<file path="config.mk">
export PLATFORM = sky130hd
export DESIGN_NAME = trace_capture_unit
export DESIGN_NICKNAME = d
export VERILOG_FILES = /design/src/rtl/trace_capture_unit.sv
export SDC_FILE = /design/constraint.sdc
export NUM_CORES = 2
export LEC_CHECK = 0
export ABC_AREA = 1
export BUFFER_PORTS_ARGS = -buffer_cell sky130_fd_sc_hd__buf_2
export CAP_MARGIN = 15
export CORE_MARGIN = 4
export CORE_UTILIZATION = 55
export DETAILED_ROUTE_END_ITERATION = 8
export GPL_ROUTABILITY_DRIVEN = 0
export PLACE_DENSITY = 0.73
export SLEW_MARGIN = 40
export SYNTH_ARGS = -nofsm -noshare
export SYNTH_HDL_FRONTEND = slang
export SYNTH_SLANG_ARGS = --single-unit
export TNS_END_PERCENT = 30
</file>
<file path="constraint.sdc">
create_clock -name clk -period 10.7 [get_ports clk]
set_clock_uncertainty 0.15 [all_clocks]
set_input_delay 2.14 -clock clk [delete_from_list [all_inputs] [get_ports clk]]
set_output_delay 2.14 -clock clk [all_outputs]
set_load 0.03 [all_outputs]
</file>
<file path="src/rtl/trace_capture_unit.sv">
// trace_capture_unit
//   Triggered trace buffer. Each clock it can record {pc_in, ch_in, cycle stamp}
//   into a DEPTH-entry first-word-fall-through FIFO. Recording starts when the
//   selected trigger fires while armed and runs for a latched number of samples.
// Ports
//   clk, rst           clock, asynchronous active-high reset
//   pc_in, ch_in       sampled PC and NUM_CH packed channels (ch k at [k*DATA_W +: DATA_W])
//   arm, abort         arm the trigger / return to IDLE (pulses)
//   trig_mode          0 immediate, 1 pc_in==trig_pc, 2 ch[trig_sel]==trig_val, 3 never
//   trig_pc, trig_sel, trig_val  live trigger operands
//   cap_len            samples per capture, latched at arm (0 or >DEPTH -> DEPTH)
//   rd_ready           consumer pops the head entry when rd_valid
//   rd_valid, rd_pc, rd_data, rd_cycle  head entry (zero while empty)
//   state              0 IDLE, 1 ARMED, 2 CAPTURE, 3 DONE
//   overflow           sticky dropped-sample flag, cleared on arm
//   level              FIFO occupancy 0..DEPTH
module trace_capture_unit #(
  parameter int PC_W   = 13,
  parameter int DATA_W = 16,
  parameter int NUM_CH = 6,
  parameter int DEPTH  = 16,
  parameter int CYC_W  = 16,
  localparam int SEL_W = (NUM_CH > 1) ? $clog2(NUM_CH) : 1,
  localparam int CNT_W = $clog2(DEPTH) + 1
) (
  input  logic                     clk,
  input  logic                     rst,
  input  logic [PC_W-1:0]          pc_in,
  input  logic [NUM_CH*DATA_W-1:0] ch_in,
  input  logic                     arm,
  input  logic                     abort,
  input  logic [1:0]               trig_mode,
  input  logic [PC_W-1:0]          trig_pc,
  input  logic [SEL_W-1:0]         trig_sel,
  input  logic [DATA_W-1:0]        trig_val,
  input  logic [CNT_W-1:0]         cap_len,
  input  logic                     rd_ready,
  output logic                     rd_valid,
  output logic [PC_W-1:0]          rd_pc,
  output logic [NUM_CH*DATA_W-1:0] rd_data,
  output logic [CYC_W-1:0]         rd_cycle,
  output logic [1:0]               state,
  output logic                     overflow,
  output logic [CNT_W-1:0]         level
);

  localparam int AW      = $clog2(DEPTH);
  localparam int ENTRY_W = PC_W + NUM_CH*DATA_W + CYC_W;

  localparam logic [1:0] S_IDLE    = 2'd0;
  localparam logic [1:0] S_ARMED   = 2'd1;
  localparam logic [1:0] S_CAPTURE = 2'd2;
  localparam logic [1:0] S_DONE    = 2'd3;

  localparam logic [CNT_W-1:0] FULL_LVL = CNT_W'(DEPTH);

  logic [CYC_W-1:0]   cyc_cnt;
  logic [CNT_W-1:0]   cap_cnt;
  logic [CNT_W-1:0]   cap_len_q;
  logic [AW-1:0]      wr_ptr;
  logic [AW-1:0]      rd_ptr;
  logic [ENTRY_W-1:0] mem [DEPTH];
  logic [ENTRY_W-1:0] head;

  logic [DATA_W-1:0]  sel_ch;
  logic               sel_ok;
  logic               trig_hit;
  logic               wr_en;
  logic               push;
  logic               pop;
  logic               drop;
  logic               full;
  logic [CNT_W-1:0]   len_sel;
  logic [CNT_W-1:0]   cnt_nxt;

  // Trigger evaluation on the current-cycle inputs; an out-of-range channel never matches.
  always_comb begin
    sel_ch = '0;
    sel_ok = 1'b0;
    for (int k = 0; k < NUM_CH; k++) begin
      if (trig_sel == SEL_W'(k)) begin
        sel_ch = ch_in[k*DATA_W +: DATA_W];
        sel_ok = 1'b1;
      end
    end
  end

  always_comb begin
    case (trig_mode)
      2'd0:    trig_hit = 1'b1;
      2'd1:    trig_hit = (pc_in == trig_pc);
      2'd2:    trig_hit = sel_ok && (sel_ch == trig_val);
      default: trig_hit = 1'b0;
    endcase
  end

  assign len_sel = ((cap_len == '0) || (cap_len > FULL_LVL)) ? FULL_LVL : cap_len;
  assign cnt_nxt = cap_cnt + CNT_W'(1);

  assign full     = (level == FULL_LVL);
  assign rd_valid = (level != '0);
  assign pop      = rd_valid && rd_ready;
  assign wr_en    = !abort && (((state == S_ARMED) && trig_hit) || (state == S_CAPTURE));
  // A pop on the same edge frees the slot, so a full FIFO still accepts the sample.
  assign push     = wr_en && (!full || pop);
  assign drop     = wr_en && full && !pop;

  // Control: FSM, cycle stamp, capture counter, sticky overflow
  always_ff @(posedge clk or posedge rst) begin
    if (rst) begin
      state     <= S_IDLE;
      cyc_cnt   <= '0;
      cap_cnt   <= '0;
      cap_len_q <= '0;
      overflow  <= 1'b0;
    end else begin
      cyc_cnt <= cyc_cnt + CYC_W'(1);
      if (drop)
        overflow <= 1'b1;
      if (abort) begin
        state <= S_IDLE;
      end else begin
        case (state)
          S_IDLE, S_DONE: begin
            if (arm) begin
              state     <= S_ARMED;
              overflow  <= 1'b0;
              cap_cnt   <= '0;
              cap_len_q <= len_sel;
            end
          end
          S_ARMED: begin
            if (trig_hit) begin
              cap_cnt <= CNT_W'(1);
              state   <= (cap_len_q == CNT_W'(1)) ? S_DONE : S_CAPTURE;
            end
          end
          default: begin
            cap_cnt <= cnt_nxt;
            if (cnt_nxt == cap_len_q)
              state <= S_DONE;
          end
        endcase
      end
    end
  end

  // FIFO bookkeeping
  always_ff @(posedge clk or posedge rst) begin
    if (rst) begin
      wr_ptr <= '0;
      rd_ptr <= '0;
      level  <= '0;
    end else begin
      if (push)
        wr_ptr <= wr_ptr + AW'(1);
      if (pop)
        rd_ptr <= rd_ptr + AW'(1);
      case ({push, pop})
        2'b10:   level <= level + CNT_W'(1);
        2'b01:   level <= level - CNT_W'(1);
        default: level <= level;
      endcase
    end
  end

  // Sample storage (data only, no reset)
  always_ff @(posedge clk) begin
    if (push)
      mem[wr_ptr] <= {pc_in, ch_in, cyc_cnt};
  end

  assign head     = mem[rd_ptr];
  assign rd_pc    = rd_valid ? head[ENTRY_W-1 -: PC_W]                 : '0;
  assign rd_data  = rd_valid ? head[CYC_W +: NUM_CH*DATA_W]            : '0;
  assign rd_cycle = rd_valid ? head[CYC_W-1:0]                         : '0;

endmodule

</file>
==> report_table.html <==
<table>
<tr><th>Metric</th><th>Value</th></tr>
<tr><th colspan="2">Layout</th></tr>
<tr><td>Area of all placed cells without fillers</td><td>roughly 90000 um2</td></tr>
<tr><td>Multi-input logic area</td><td>17500 um2</td></tr>
<tr><td>Layout filler cell count</td><td>10400</td></tr>
<tr><td>Storage element area</td><td>~60000 um2</td></tr>
<tr><td>Most frequent standard cell in the layout excluding fill and tap cells</td><td>edfxtp_1</td></tr>
<tr><td>Area Overhead vs Synth</td><td>12.2%</td></tr>
<tr><td>Layout cell share with drive strength beyond 1</td><td>11.1%</td></tr>
<tr><td>Net count, final</td><td>6154</td></tr>
<tr><td>Top library cells by usage in the layout, fill and taps aside</td><td>edfxtp_1, nor2_1, o21ai_0, o221ai_1, buf_2</td></tr>
<tr><th colspan="2">Timing</th></tr>
<tr><td>Normalized max-slew margin</td><td>34.7%</td></tr>
<tr><td>Finish-stage setup viols</td><td>0</td></tr>
<tr><td>Slew at the pin closest to its max-slew limit</td><td>0.979 ns</td></tr>
<tr><td>Final worst path period need</td><td>between 7 and 8 ns</td></tr>
<tr><td>Hold violation count in the final report</td><td>0</td></tr>
<tr><td>Unrepaired setup endpoints after global routing</td><td>false</td></tr>
<tr><td>Peak Freq</td><td>about 140 MHz</td></tr>
<tr><td>Max Transition Viols Final</td><td>0</td></tr>
<tr><td>Final setup TNS</td><td>0 ns</td></tr>
<tr><td>Hold WS</td><td>0.363 ns</td></tr>
<tr><td>Share of the clock period used by the worst path</td><td>68.4%</td></tr>
<tr><th colspan="2">Logic synthesis</th></tr>
<tr><td>Unique cell type count in the Yosys netlist</td><td>41</td></tr>
<tr><td>Warnings from Yosys</td><td>0</td></tr>
<tr><td>Synthesized netlist net count</td><td>6032</td></tr>
<tr><td>Total standard cell area after synthesis</td><td>80400 um2</td></tr>
<tr><td>Gate Count Post-Synth</td><td>5865</td></tr>
<tr><td>Average instance area after synthesis</td><td>13.7 um2</td></tr>
<tr><td>Share of the yosys chip area belonging to registers</td><td>76.0%</td></tr>
<tr><td>Seq cells post-synth</td><td>2042</td></tr>
<tr><th colspan="2">Hold path</th></tr>
<tr><td>Worst hold path startpoint</td><td>overflow</td></tr>
<tr><td>Min-Delay Path Class</td><td>reg2reg</td></tr>
<tr><th colspan="2">Setup path</th></tr>
<tr><td>Startpoint-to-endpoint class of the critical path</td><td>reg2out</td></tr>
<tr><td>Startpoint of the worst-slack reg-to-reg timing path</td><td>state[0]</td></tr>
<tr><td>List of cells traversed by the critical path</td><td>buf_4 -&gt; buf_4 -&gt; buf_6 -&gt; o211ai_1 -&gt; a21oi_1 -&gt; buf_2</td></tr>
<tr><td>Worst Setup SP</td><td>rd_ptr[2]</td></tr>
<tr><td>Startpoint class of the critical path</td><td>flip-flop</td></tr>
<tr><td>Worst path max stage delay</td><td>0.85 ns</td></tr>
<tr><td>Type of element capturing the critical path</td><td>output port</td></tr>
<tr><td>Data arrival time of the worst path</td><td>5.03 ns</td></tr>
<tr><td>Top fanout value on the critical path</td><td>67</td></tr>
<tr><td>Required time worst endpoint</td><td>around 8.4 ns</td></tr>
<tr><td>Dominant cell type by count on the critical path</td><td>buf_4</td></tr>
<tr><td>Worst-path cell with the longest stage delay</td><td>dfrtp_4</td></tr>
<tr><th colspan="2">CTS</th></tr>
<tr><td>Number of sinks on the clock net</td><td>2042</td></tr>
<tr><td>Hold Buf Count CTS</td><td>0</td></tr>
<tr><td>Number of buffers created by CTS</td><td>195</td></tr>
<tr><td>Clock transition at the registers of the reported paths</td><td>0.06 ns</td></tr>
<tr><td>CTS H-tree lvls</td><td>4</td></tr>
<tr><td>CTS-repair resized insts</td><td>0</td></tr>
<tr><td>Skew-Pair Late Insertion Delay</td><td>roughly 0.84 ns</td></tr>
<tr><td>Post CTS Setup Buffer Count</td><td>0</td></tr>
<tr><td>CTS tree</td><td>done</td></tr>
<tr><td>Clk buf depth</td><td>3</td></tr>
<tr><td>Clk root buf</td><td>clkbuf_16</td></tr>
<tr><th colspan="2">Drt</th></tr>
<tr><td>Length of the first detailed-routing pass in iterations</td><td>8</td></tr>
<tr><td>Average vias per placed instance</td><td>6.50</td></tr>
<tr><td>Total number of vias</td><td>approximately 53000</td></tr>
<tr><td>Routed Antenna Nets</td><td>0</td></tr>
<tr><td>Detailed router's first-iteration violation count</td><td>about 6800</td></tr>
<tr><td>Average detailed-routed wire length per instance</td><td>26.7 um</td></tr>
<tr><td>WL final</td><td>215000 um</td></tr>
<tr><td>Total DRC errors in the routed layout</td><td>0</td></tr>
<tr><th colspan="2">Pwr</th></tr>
<tr><td>Power per unit of standard cell area</td><td>between 200 and 300 nW/um2</td></tr>
<tr><td>Sequential share of power</td><td>37.3%</td></tr>
<tr><td>Comb pwr share</td><td>35.0%</td></tr>
<tr><td>Net switching share of the total power</td><td>38.6%</td></tr>
<tr><td>Switching power summed over all nets</td><td>9.38 mW</td></tr>
<tr><td>P_leak</td><td>29.0 nW</td></tr>
<tr><td>Portion of total power attributed to the clock network</td><td>27.7%</td></tr>
<tr><td>Worst voltage drop across the vdd grid</td><td>280 uV</td></tr>
<tr><td>Internal portion of total power</td><td>between 10 and 15 mW</td></tr>
<tr><th colspan="2">Placement</th></tr>
<tr><td>DP Area</td><td>83800 um2</td></tr>
<tr><td>Port bufs</td><td>286</td></tr>
<tr><td>HPWL reported at the end of detailed placement</td><td>around 110000 um</td></tr>
<tr><th colspan="2">Flow run</th></tr>
<tr><td>Max cap viols</td><td>0</td></tr>
<tr><th colspan="2">Floorplanning</th></tr>
<tr><td>Count of boundary I/O pins</td><td>287</td></tr>
<tr><td>Row Count</td><td>140</td></tr>
<tr><td>X dimension of the die</td><td>a little under 400 um</td></tr>
<tr><td>Area inside the core boundary</td><td>145000 um2</td></tr>
<tr><td>Die height</td><td>390 um</td></tr>
<tr><td>Initial core utilization</td><td>55.3%</td></tr>
<tr><td>Die Area</td><td>152000 um2</td></tr>
<tr><th colspan="2">Global routing</th></tr>
<tr><td>Largest net degree at the start of global routing</td><td>223</td></tr>
<tr><td>Total global routing overflow</td><td>0</td></tr>
<tr><td>Overall fraction of global-route tracks in use</td><td>27.8%</td></tr>
<tr><td>Global-route wire length before repair</td><td>about 320000 um</td></tr>
<tr><td>Antenna violations before repair</td><td>26</td></tr>
<tr><td>Via count of the first global-routing pass</td><td>50300</td></tr>
<tr><th colspan="2">Status</th></tr>
<tr><td>Status</td><td>finished, final reports clean</td></tr>
</table>
[per-stage QoR]
step | utilization, % | cells | worst slack (ns) | power [mW]
after floorplan | - | 5865 | 0.796 | 14.7
after global placement | 57.4 | 7688 | 3.35 | 17.4
after detailed placement | 57.7 | 7702 | 3.54 | 17.6
after CTS | 61.9 | 8058 | 3.25 | 24.3
after global routing | 62.0 | 8068 | 3.29 | 25.4
final | 62.1 | 8077 | 3.38 | 24.3
[synthesized netlist by cell type (all sizes together)]
cell type | count | area share [%]
a21oi | 142 | 0.88
a31oi | 2 | 0.016
and2 | 1 | 0.0078
buf | 29 | 0.15
clkbuf | 410 | 1.9
clkinv | 1 | 0.0047
dfrtp | 42 | 1.3
edfxtp | 2000 | 75
fa | 1 | 0.025
ha | 13 | 0.20
inv | 70 | 0.33
nand2 | 157 | 0.75
nand3 | 174 | 1.1
nand3b | 9 | 0.084
nand4 | 14 | 0.11
nor2 | 1059 | 5.0
nor3 | 10 | 0.089
nor4 | 6 | 0.047
o211ai | 144 | 1.3
o21a | 2 | 0.019
o21ai | 1011 | 6.3
o21bai | 2 | 0.019
o221ai | 357 | 3.9
o22ai | 143 | 1.1
o31ai | 2 | 0.019
or2 | 22 | 0.17
xnor2 | 11 | 0.12
xor2 | 31 | 0.34
[final timing paths]
path,slack [ns],end,depth (start not counted)
setup / recovery,3.38,rd_data[40],6
max in group asynchronous,8.71,rd_ptr[1],2
min in group asynchronous,1.24,cap_len_q[0],2
hold / removal,0.36,overflow,1
hold reg to reg,0.36,overflow,1
setup reg to reg,6.89,mem[12][80],9
[registers in the layout, summed over array words and instances, names as in the netlist]
signal	flops
level	5
state	2
cap_len_q	5
wr_ptr	4
cyc_cnt	16
overflow	1
rd_ptr	4
cap_cnt	5
mem	2000
[metal layers]
| metal | global-route usage (%) | up-vias | routed length, um |
|---|---|---|---|
| li1 | - | 22700 | - |
| met1 | 39.8 | 26300 | 85100 |
| met2 | 43.7 | 3103 | 102000 |
| met3 | 4.77 | 432 | 21100 |
| met4 | 10.0 | 6 | 7390 |
| met5 | 0 | - | 38 |
[power groups by stage]
stage / Sequential [mW] / Combinational [mW] / Clock [mW]
detailed placement: 9.23 / 8.38 / 0
CTS: 9.07 / 8.43 / 6.78
floorplan: 9.19 / 5.54 / 0
global route: 9.08 / 9.15 / 7.13
finish: 9.07 / 8.51 / 6.73
global placement: 9.23 / 8.19 / 0
[logic make-up (layout without fill, tap and decap cells)]
logic type               Yosys count  count (layout)  synth area share (%)
other                              0              14                     0
buffers and inverters            510             791                  2.40
XOR/XNOR                          42              42                 0.458
flip-flops                      2042            2042                  76.0
AND/OR/NAND/NOR                 1452            1452                  7.32
AO/OA/AOI/OAI                   1805            1805                  13.6
adder cells (fa/ha/maj)           14              14                 0.227
[layout make-up]
| type | count | share of cell area (%) |
|---|---|---|
| clock inverters | 93 | 1.06 |
| flip-flops and latches | 2042 | 67.7 |
| inverters | 71 | 0.347 |
| diodes | 14 | 0.0388 |
| multi-input cells | 3313 | 19.4 |
| well taps | 1917 | 2.66 |
| clock buffers | 263 | 5.81 |
| repair buffers | 364 | 2.95 |
[worst max-delay path: cells and delay by family, from the launching register on]
family | cells | cell delay (ns)
buffers and inverters | 4 | 2.42
AO/OA/AOI/OAI | 2 | 0.81
flip-flops | 1 | 0.85
No activity file was read; power rests on OpenSTA's default activity.
